## src/rtl/spi_pkg.sv

```systemverilog
// Shared constants for the SPI target: synchronizer depth, FSM encoding and idle fill.
package spi_pkg;

    localparam int unsigned SYNC_DEPTH = 2;

    localparam logic [1:0] ST_WAIT_IDLE = 2'd0;
    localparam logic [1:0] ST_IDLE      = 2'd1;
    localparam logic [1:0] ST_ACTIVE    = 2'd2;

    // Bit replicated across the frame width to form the default idle word.
    localparam logic IDLE_FILL = 1'b1;

endpackage

```

## src/rtl/spi_in_sync.sv

```systemverilog
// Two-flop synchronizer with optional registered rise/fall strobes.
module spi_in_sync
    import spi_pkg::*;
#(
    parameter bit EDGES = 1'b1
) (
    input  logic clk,
    input  logic rst,
    input  logic d_i,
    output logic q_o,
    output logic rise_o,
    output logic fall_o
);

    logic [SYNC_DEPTH-1:0] sync_q;

    always_ff @(posedge clk or posedge rst) begin
        if (rst) begin
            sync_q <= '0;
        end else begin
            sync_q <= {sync_q[SYNC_DEPTH-2:0], d_i};
        end
    end

    assign q_o = sync_q[SYNC_DEPTH-1];

    generate
        if (EDGES) begin : g_edges
            logic prev_q;
            logic rise_q;
            logic fall_q;

            always_ff @(posedge clk or posedge rst) begin
                if (rst) begin
                    prev_q <= 1'b0;
                    rise_q <= 1'b0;
                    fall_q <= 1'b0;
                end else begin
                    prev_q <= q_o;
                    rise_q <= q_o & ~prev_q;
                    fall_q <= ~q_o & prev_q;
                end
            end

            assign rise_o = rise_q;
            assign fall_o = fall_q;
        end else begin : g_no_edges
            assign rise_o = 1'b0;
            assign fall_o = 1'b0;
        end
    endgenerate

endmodule

```

## src/rtl/spi_target.sv

```systemverilog
// SPI target endpoint (mode 0): oversampled bus, one-entry TX holding buffer, RX register.
module spi_target
    import spi_pkg::*;
#(
    parameter int unsigned         DWIDTH    = 8,
    parameter logic [DWIDTH-1:0]   IDLE_WORD = {DWIDTH{IDLE_FILL}}
) (
    input  logic              clk,
    input  logic              rst,
    input  logic              sclk,
    input  logic              ss_n,
    input  logic              mosi,
    output logic              miso,
    output logic              miso_oe,
    input  logic [DWIDTH-1:0] tx_data,
    input  logic              tx_valid,
    output logic              tx_ready,
    output logic [DWIDTH-1:0] rx_data,
    output logic              rx_valid,
    input  logic              rx_ready,
    output logic              rx_overrun,
    output logic              frame_abort,
    input  logic              clr,
    output logic              busy
);

    localparam int unsigned    CW   = $clog2(DWIDTH);
    localparam logic [CW-1:0]  LAST = CW'(DWIDTH - 1);

    logic sclk_unused_lvl, sclk_rise, sclk_fall;
    logic ss_lvl, ss_rise, ss_fall;
    logic mosi_s, mosi_unused_rise, mosi_unused_fall;

    spi_in_sync #(.EDGES(1'b1)) u_sclk_sync (
        .clk(clk), .rst(rst), .d_i(sclk),
        .q_o(sclk_unused_lvl), .rise_o(sclk_rise), .fall_o(sclk_fall)
    );

    spi_in_sync #(.EDGES(1'b1)) u_ss_sync (
        .clk(clk), .rst(rst), .d_i(ss_n),
        .q_o(ss_lvl), .rise_o(ss_rise), .fall_o(ss_fall)
    );

    spi_in_sync #(.EDGES(1'b0)) u_mosi_sync (
        .clk(clk), .rst(rst), .d_i(mosi),
        .q_o(mosi_s), .rise_o(mosi_unused_rise), .fall_o(mosi_unused_fall)
    );

    logic [1:0]        state_q, state_d;
    logic [CW-1:0]     cnt_q, cnt_d;
    logic [DWIDTH-2:0] rx_sh_q, rx_sh_d;
    logic [DWIDTH-1:0] tx_sh_q, tx_sh_d;
    logic [DWIDTH-1:0] buf_q, buf_d;
    logic              buf_full_q, buf_full_d;
    logic [DWIDTH-1:0] rx_data_q, rx_data_d;
    logic              rx_valid_q, rx_valid_d;
    logic              overrun_q, overrun_d;
    logic              abort_q, abort_d;

    logic reload, word_done, accept, take;

    assign accept = tx_valid & ~buf_full_q;
    assign take   = rx_valid_q & rx_ready;

    always_comb begin
        state_d    = state_q;
        cnt_d      = cnt_q;
        rx_sh_d    = rx_sh_q;
        tx_sh_d    = tx_sh_q;
        buf_d      = buf_q;
        rx_data_d  = rx_data_q;
        rx_valid_d = rx_valid_q;
        overrun_d  = overrun_q;
        abort_d    = 1'b0;
        reload     = 1'b0;
        word_done  = 1'b0;

        case (state_q)
            ST_WAIT_IDLE: begin
                if (ss_lvl) state_d = ST_IDLE;
            end
            ST_IDLE: begin
                if (ss_fall) begin
                    state_d = ST_ACTIVE;
                    cnt_d   = '0;
                    reload  = 1'b1;
                end
            end
            ST_ACTIVE: begin
                if (ss_rise) begin
                    state_d = ST_IDLE;
                    cnt_d   = '0;
                    abort_d = (cnt_q != '0);
                end else begin
                    if (sclk_rise) begin
                        rx_sh_d = {rx_sh_q[DWIDTH-3:0], mosi_s};
                        if (cnt_q == LAST) begin
                            word_done = 1'b1;
                            cnt_d     = '0;
                        end else begin
                            cnt_d = cnt_q + 1'b1;
                        end
                    end
                    // A falling edge seen with the counter at zero closes a word.
                    if (sclk_fall) begin
                        if (cnt_q == '0) reload = 1'b1;
                        else tx_sh_d = {tx_sh_q[DWIDTH-2:0], 1'b0};
                    end
                end
            end
            default: state_d = ST_WAIT_IDLE;
        endcase

        if (reload) tx_sh_d = buf_full_q ? buf_q : IDLE_WORD;
        buf_full_d = (buf_full_q & ~reload) | accept;
        if (accept) buf_d = tx_data;

        if (clr) overrun_d = 1'b0;
        if (word_done) begin
            rx_data_d  = {rx_sh_q, mosi_s};
            rx_valid_d = 1'b1;
            if (rx_valid_q & ~rx_ready) overrun_d = 1'b1;
        end else if (take) begin
            rx_valid_d = 1'b0;
        end
    end

    always_ff @(posedge clk or posedge rst) begin
        if (rst) begin
            state_q    <= ST_WAIT_IDLE;
            cnt_q      <= '0;
            rx_sh_q    <= '0;
            tx_sh_q    <= '0;
            buf_q      <= '0;
            buf_full_q <= 1'b0;
            rx_data_q  <= '0;
            rx_valid_q <= 1'b0;
            overrun_q  <= 1'b0;
            abort_q    <= 1'b0;
        end else begin
            state_q    <= state_d;
            cnt_q      <= cnt_d;
            rx_sh_q    <= rx_sh_d;
            tx_sh_q    <= tx_sh_d;
            buf_q      <= buf_d;
            buf_full_q <= buf_full_d;
            rx_data_q  <= rx_data_d;
            rx_valid_q <= rx_valid_d;
            overrun_q  <= overrun_d;
            abort_q    <= abort_d;
        end
    end

    assign miso        = tx_sh_q[DWIDTH-1];
    assign busy        = (state_q == ST_ACTIVE);
    assign miso_oe     = busy;
    assign tx_ready    = ~buf_full_q;
    assign rx_data     = rx_data_q;
    assign rx_valid    = rx_valid_q;
    assign rx_overrun  = overrun_q;
    assign frame_abort = abort_q;

endmodule

```

## config.mk

```make
export PLATFORM = sky130hd
export DESIGN_NAME = spi_target
export DESIGN_NICKNAME = d
export VERILOG_FILES = /design/src/rtl/spi_pkg.sv /design/src/rtl/spi_in_sync.sv /design/src/rtl/spi_target.sv
export SDC_FILE = /design/constraint.sdc
export NUM_CORES = 1
export LEC_CHECK = 0
export ABC_AREA = 0
export BUFFER_PORTS_ARGS = -buffer_cell sky130_fd_sc_hd__buf_2
export CAP_MARGIN = 25
export CORE_ASPECT_RATIO = 1.5
export CORE_MARGIN = 1.5
export CORE_UTILIZATION = 59
export CTS_BUF_LIST = sky130_fd_sc_hd__clkbuf_4
export DETAILED_ROUTE_END_ITERATION = 16
export GPL_TIMING_DRIVEN = 1
export PLACE_DENSITY_LB_ADDON = 0.08
export SETUP_SLACK_MARGIN = 0.3
export SYNTH_ARGS = -nofsm -noshare
export SYNTH_HDL_FRONTEND = slang
export SYNTH_SLANG_ARGS = --single-unit
```

## constraint.sdc

```tcl
create_clock -name clk -period 1.86 [get_ports clk]
set_input_delay 0.279 -clock clk [delete_from_list [all_inputs] [get_ports clk]]
set_output_delay 0.279 -clock clk [all_outputs]
set_load 0.01 [all_outputs]
```

==> flow_summary_export.csv, run 1 <==
group,metric,value,unit
cts,cts_made_buffers,5,
pwr,p_leak,0.00138,µW
timing,fin_crit,1.63,ns
synthesis,avgSynthCellArea,13.0,µm²
placement,hpwlAfterDp,2.50,mm
synthesis,synth_most_common_cell,"dfrtp_1",
pwr,peakVddDrop,909,µV
floorplan,start_util,0.630,
synthesis,synth.cell_area,2190,µm²
cts,clkLatencyLatePin,0.37,ns
global_route,grt_max_degree,31,
setup_path,cp-start-kind,"register",
global_route,overflow,0,
setup_path,crit_type,"reg2reg",
synthesis,synth_flop_cell,"dfrtp_1",
run_status,status,"complete, no violations",
detailed_routing,routedWlPerCell,13.6,µm
cts,cts_tree,"done",
detailed_routing,drt_iter0_markers,19,
finish,nets,239,
detailed_routing,ant_nets,0,
job,drv_cap,0,
placement,port_buffers,30,
synthesis,yosysTopAreaCell,"dfrtp_1",
synthesis,synth_seq_area_share,0.594,
setup_path,worstSetupEndpointType,"register",
synthesis,ys_warn_count,0,
worst_hold_path,holdPathStages,2,
synthesis,netlist.area_leader.share,0.594,
timing,finClkSkew,0.0127,ns
placement,place_congestion,0.807,
floorplan,die_width,52.8,µm
finish,syn_to_final_growth,18.3,%
timing,final_hold_viol_count,0,
finish,layout-drive-gt1-share,0.349,
floorplan,coreArea,3480,µm²
timing,clock.fmax,613,MHz
setup_path,rr_worst_depth,6,
setup_path,cp_max_fo,6,
global_route,antenna_found_initial,0,
synthesis,synthTopCellsByCount,"dfrtp_1 (52), nand2_1 (25), mux2i_1 (15)",
timing,slew_headroom,0.679,
cts,clockBufferDepth,2,
timing,worst_pin_slew,0.481,ns
global_route,grt_usage,0.195,
detailed_routing,first_pass_iters,4,
worst_hold_path,hp-class,"in2reg",
floorplan,top_level_ports,31,
timing,rsz0062_at_grt,"true",
synthesis,ys_seq_elements,52,
pwr,p_per_area,1150,nW/µm²
cts,root_buffer,"clkbuf_4",
setup_path,arrival,1.90,ns
floorplan,dieHeight,77.7,µm
cts,cts.sinks,52,
global_route,grt_pass1_wl,5.80,mm
placement,dp_cells,238,
timing,fin_setup_tns,0,ns
cts,htree_levels,2,
finish,final_area,2590,µm²
timing,setup_violations,0,
synthesis,synthTopCellsByArea,"dfrtp_1 (59%), mux2i_1 (6.8%), mux2_4 (5.5%), mux2_2 (4.6%), ha_1 (4.6%)",
synthesis,syn_inst,168,
cts,clk_pin_slew,0.13,ns
floorplan,placementRows,26,
detailed_routing,drc,0,
synthesis,async_flop_share,1.00,
detailed_routing,viasPerCell,5.20,
global_route,grt_pass1_vias,1347,
detailed_routing,vias,1337,
synthesis,synth_edf_count,0,
synthesis,synth_nets,192,
floorplan,dieArea,4100,µm²
synthesis,ys_types,28,
timing,fin_crit_sh,0.877,
detailed_routing,routed_wl,3.50,mm
finish,diodes,0,
timing,slew_violations,0,
setup_path,required,2.13,ns
finish,stdcell_count,257,
placement,dpl_cell_area,2390,µm²
[metrics by stage]
stage	setup slack, ns	power [µW]	util	hold WS [ns]
final	0.228	3000	0.745	0.0921
after global routing	0.135	3220	0.745	0.0527
after CTS	0.244	2910	0.720	0.00283
after detailed placement	0.116	2400	0.688	0.325
after global placement	0.191	2350	0.688	0.322
after floorplan	0.213	2210	-	0.310
[layout by cell type, fill, tap and decap left out, types with 3 or more instances in the layout]
cell type      instances
dfrtp_1               52
buf_2                 29
nand2_1               25
mux2i_1               15
nor2_1                11
mux2_2                 9
mux2_4                 8
buf_4                  8
inv_1                  6
nor2b_1                6
ha_1                   6
clkbuf_4               6
dlygate4sd3_1          4
nand2b_1               3
o21ai_0                3
[area by class of cell]
class / instances / area (µm²)
clock buffer: 6 / 45.0
clock inverter: 1 / 5.00
fill: 240 / 887
inverter: 9 / 37.5
multi-input combinational: 103 / 865
sequential: 52 / 1300
tap: 42 / 52.6
timing repair buffer: 44 / 288
[where the power goes]
part           total [µW]  switching, µW  internal [µW]
logic                 977            467            510
clock network         467            313            154
registers            1550            159           1390
total                3000            939           2060
[routing by layer]
layer / share of wire / track usage
met1: 0.38 / 0.206
met5: 0 / 0
met3: 0.033 / 0.0654
met2: 0.57 / 0.341
met4: 0.019 / 0.0769
[cell families after synthesis]
logic type	Yosys count	share of synthesized area
buf+inv	14	0.0371
mux	32	0.170
flops	52	0.594
compound gates	11	0.0371
simple gates	51	0.117
fa+ha+maj	8	0.0457
[registers in the layout, indices dropped and copies added, names as in the netlist, 2 cells and up]
name                cells
rx_sh_q                 7
u_mosi_sync.sync_q      2
cnt_q                   3
rx_data                 8
u_sclk_sync.sync_q      2
tx_sh_q                 8
state_q                 2
buf_q                   8
u_ss_sync.sync_q        2
[critical path, stage by stage (launching register included)]
cell	delay, ns
dfrtp_1	0.42
inv_2	0.10
ha_4	0.14
nor2b_4	0.22
and2_4	0.23
nand2_4	0.09
mux2_4	0.32
[path summary, 6_finish.rpt]
kind | start | to | slack [ns]
setup / recovery | state_q[0]$_DFFE_PP0P_ | rx_data[3]$_DFFE_PP0P_ | 0.23
hold / removal | clr | rx_overrun$_DFF_PP0_ | 0.09
setup reg to reg | state_q[0]$_DFFE_PP0P_ | rx_data[3]$_DFFE_PP0P_ | 0.23
hold reg to reg | u_mosi_sync.sync_q[0]$_DFF_PP0_ | u_mosi_sync.sync_q[1]$_DFF_PP0_ | 0.36
max in group asynchronous | rst | u_sclk_sync.rise_o$_DFF_PP0_ | 0.88
min in group asynchronous | rst | cnt_q[2]$_DFFE_PP0P_ | 0.47
[repair_timing]
action,4_1_cts,5_1_grt
pin swaps,1,4
endpoints found under the setup margin,18,26
endpoints found under the hold margin,24,1
hold buffers,3,1
resized for setup,1,6
setup buffers,4,3
gates cloned,0,1
Power figures use the tool's default switching activity.
==> run 2, diff against run 1 <==
- CORE_MARGIN: 1.5 -> 2
- SYNTH_HIERARCHICAL: default -> 1
==> run 2 against run 1 <==
Effect of this change:
- final area up 1.2%
- via count rose by 4.1%
- first-iteration DRC count stayed put
- clock-buffer cell count shrank 1
- critical endpoint is now tx_sh_q[3]$_DFFE_PP0P_
- synthesized cell count increased by 1.2%
- non-clock buffer count is 3 higher
- core utilization down 1.9 points
- cell count grew 2.7%
- die area grew 3.4%
- largest power group unchanged
- highest routed layer unchanged
- maximum frequency increased by 2.9%
- worst setup slack better by 0.046 ns
- sequential cell count unchanged
==> flow_summary_export.csv, run 2 <==
group,metric,value,unit
run_status,status,"complete, no violations",
floorplan,dieHeight,78.7,µm
setup_path,critPathSlowestCell,"dfrtp_1",
pwr,p_leak,0.00141,µW
setup_path,arrival,1.91,ns
floorplan,placementRows,27,
finish,layout_commonest_cell,"dfrtp_1",
cts,clockBufferDepth,2,
floorplan,die_width,53.8,µm
floorplan,dieArea,4240,µm²
global_route,grt_usage,0.225,
floorplan,top_level_ports,31,
finish,layout-drive-gt1-share,0.385,
timing,clock.fmax,631,MHz
cts,cts_made_buffers,5,
finish,final_util,0.726,
detailed_routing,viasPerCell,5.27,
finish,final_cell_mix,"dfrtp_1 (52), buf_2 (30), nand2_1 (23), buf_4 (12)",
global_route,grt_util_met3,0.0602,
cts,clk_pin_slew,0.16,ns
synthesis,synth.cell_area,2200,µm²
placement,port_buffers,30,
detailed_routing,first_pass_iters,4,
finish,nets,244,
timing,fin_crit,1.59,ns
timing,fin_crit_sh,0.852,
timing,whs,0.0797,ns
cts,cts.sinks,52,
detailed_routing,routedWlPerCell,15.7,µm
synthesis,synth_nets,194,
job,drv_cap,0,
global_route,grt.busiest_layer,"met2",
detailed_routing,vias,1392,
setup_path,crit_type,"reg2reg",
global_route,grt_pass1_vias,1616,
setup_path,path_cells,"inv_2 > ha_4 > and3b_1 > a32oi_4 > buf_12 > nor3_1 > a21oi_1",
detailed_routing,routed_wl,4.14,mm
synthesis,syn_inst,170,
synthesis,avgSynthCellArea,12.9,µm²
synthesis,ys_warn_count,6,
worst_hold_path,hp-class,"in2reg",
global_route,grt_pass1_wl,6.84,mm
pwr,p_per_area,1210,nW/µm²
setup_path,cp_max_fo,17,
setup_path,rr_worst_depth,7,
cts,clkLatencyLatePin,0.39,ns
setup_path,endpoint,"tx_sh_q[3]$_DFFE_PP0P_",
setup_path,timing.rr.start,"state_q[1]$_DFFE_PP0P_",
timing,setup_violations,0,
placement,place_congestion,0.874,
placement,place_ws,0.158,ns
setup_path,r2r-end,"tx_sh_q[3]$_DFFE_PP0P_",
setup_path,slowest_delay,0.46,ns
timing,finClkSkew,0.0172,ns
global_route,antenna_found_initial,0,
setup_path,required,2.18,ns
floorplan,start_util,0.608,
finish,diodes,0,
pwr,peakVddDrop,1010,µV
timing,slew_violations,0,
setup_path,worstSetupEndpointType,"register",
global_route,gr-usage-met2,0.393,
timing,slew_headroom,0.670,
setup_path,rrSetupSlack,0.27,ns
floorplan,coreArea,3610,µm²
global_route,overflow,0,
global_route,met1_usage,0.230,
placement,hpwlAfterDp,2.86,mm
setup_path,cp-startpoint,"state_q[1]$_DFFE_PP0P_",
timing,fin_setup_tns,0,ns
cts,htree_levels,2,
cts,root_buffer,"clkbuf_4",
finish,syn_to_final_growth,19.4,%
setup_path,cp-start-kind,"register",
timing,final_hold_viol_count,0,
cts,cts_tree,"done",
detailed_routing,drc,0,
detailed_routing,ant_nets,0,
global_route,grt_max_degree,41,
detailed_routing,drt_iter0_markers,19,
timing,worst_slack,0.274,ns
timing,worst_pin_slew,0.496,ns
timing,rsz0062_at_grt,"true",
-- run 2: layout make-up --
class                      count  area (µm²)
inverter                      12        48.8
timing repair buffer          47         300
fill                         262         991
tap                           43        53.8
clock inverter                 3        25.0
sequential                    52        1300
clock buffer                   5        37.5
multi-input combinational    102         857
-- run 2: what timing repair did --
action	4_1_cts	5_1_grt
hold endpoints to repair	15	0
gates resized for setup	1	6
hold buffers	4	0
endpoints found under the setup margin	19	29
pin swaps	2	2
setup buffers	7	3
-- run 2: per-layer routing --
layer	part of all wire	vias up
li1	-	664
met1	0.37	695
met2	0.57	23
met3	0.029	10
met4	0.030	0
met5	0	-
-- run 2: worst min-delay path by stage --
stage                     cells after the start  start                         endpoint
final                                         2    clr             rx_overrun$_DFF_PP0_
after global routing                          2    clr             rx_overrun$_DFF_PP0_
after CTS                                     2    clr             rx_overrun$_DFF_PP0_
after detailed placement                      2    rst  u_mosi_sync/sync_q[0]$_DFF_PP0_
after global placement                        2    rst  u_mosi_sync/sync_q[0]$_DFF_PP0_
after floorplan                               1    rst  u_mosi_sync/sync_q[0]$_DFF_PP0_
-- run 2: where the power goes --
part	switching (µW)	total (µW)	internal, µW
registers	177	1570	1390
clock network	383	541	158
logic	522	1070	549
total	1080	3180	2100
-- run 2: critical path, delay by kind of cell, from the launching register on --
family	cells	cell delay (ns)
buf+inv	2	0.28
fa+ha+maj	1	0.22
simple gates	2	0.26
compound gates	2	0.31
flops	1	0.46
-- run 2: metrics by stage --
stage / total power [µW] / std cells / cell area, µm²
floorplan: 2260 / 170 / 2220
global placement: 2440 / 242 / 2430
CTS: 3130 / 261 / 2580
finish: 3180 / 264 / 2620
detailed placement: 2510 / 242 / 2430
global route: 3400 / 264 / 2620
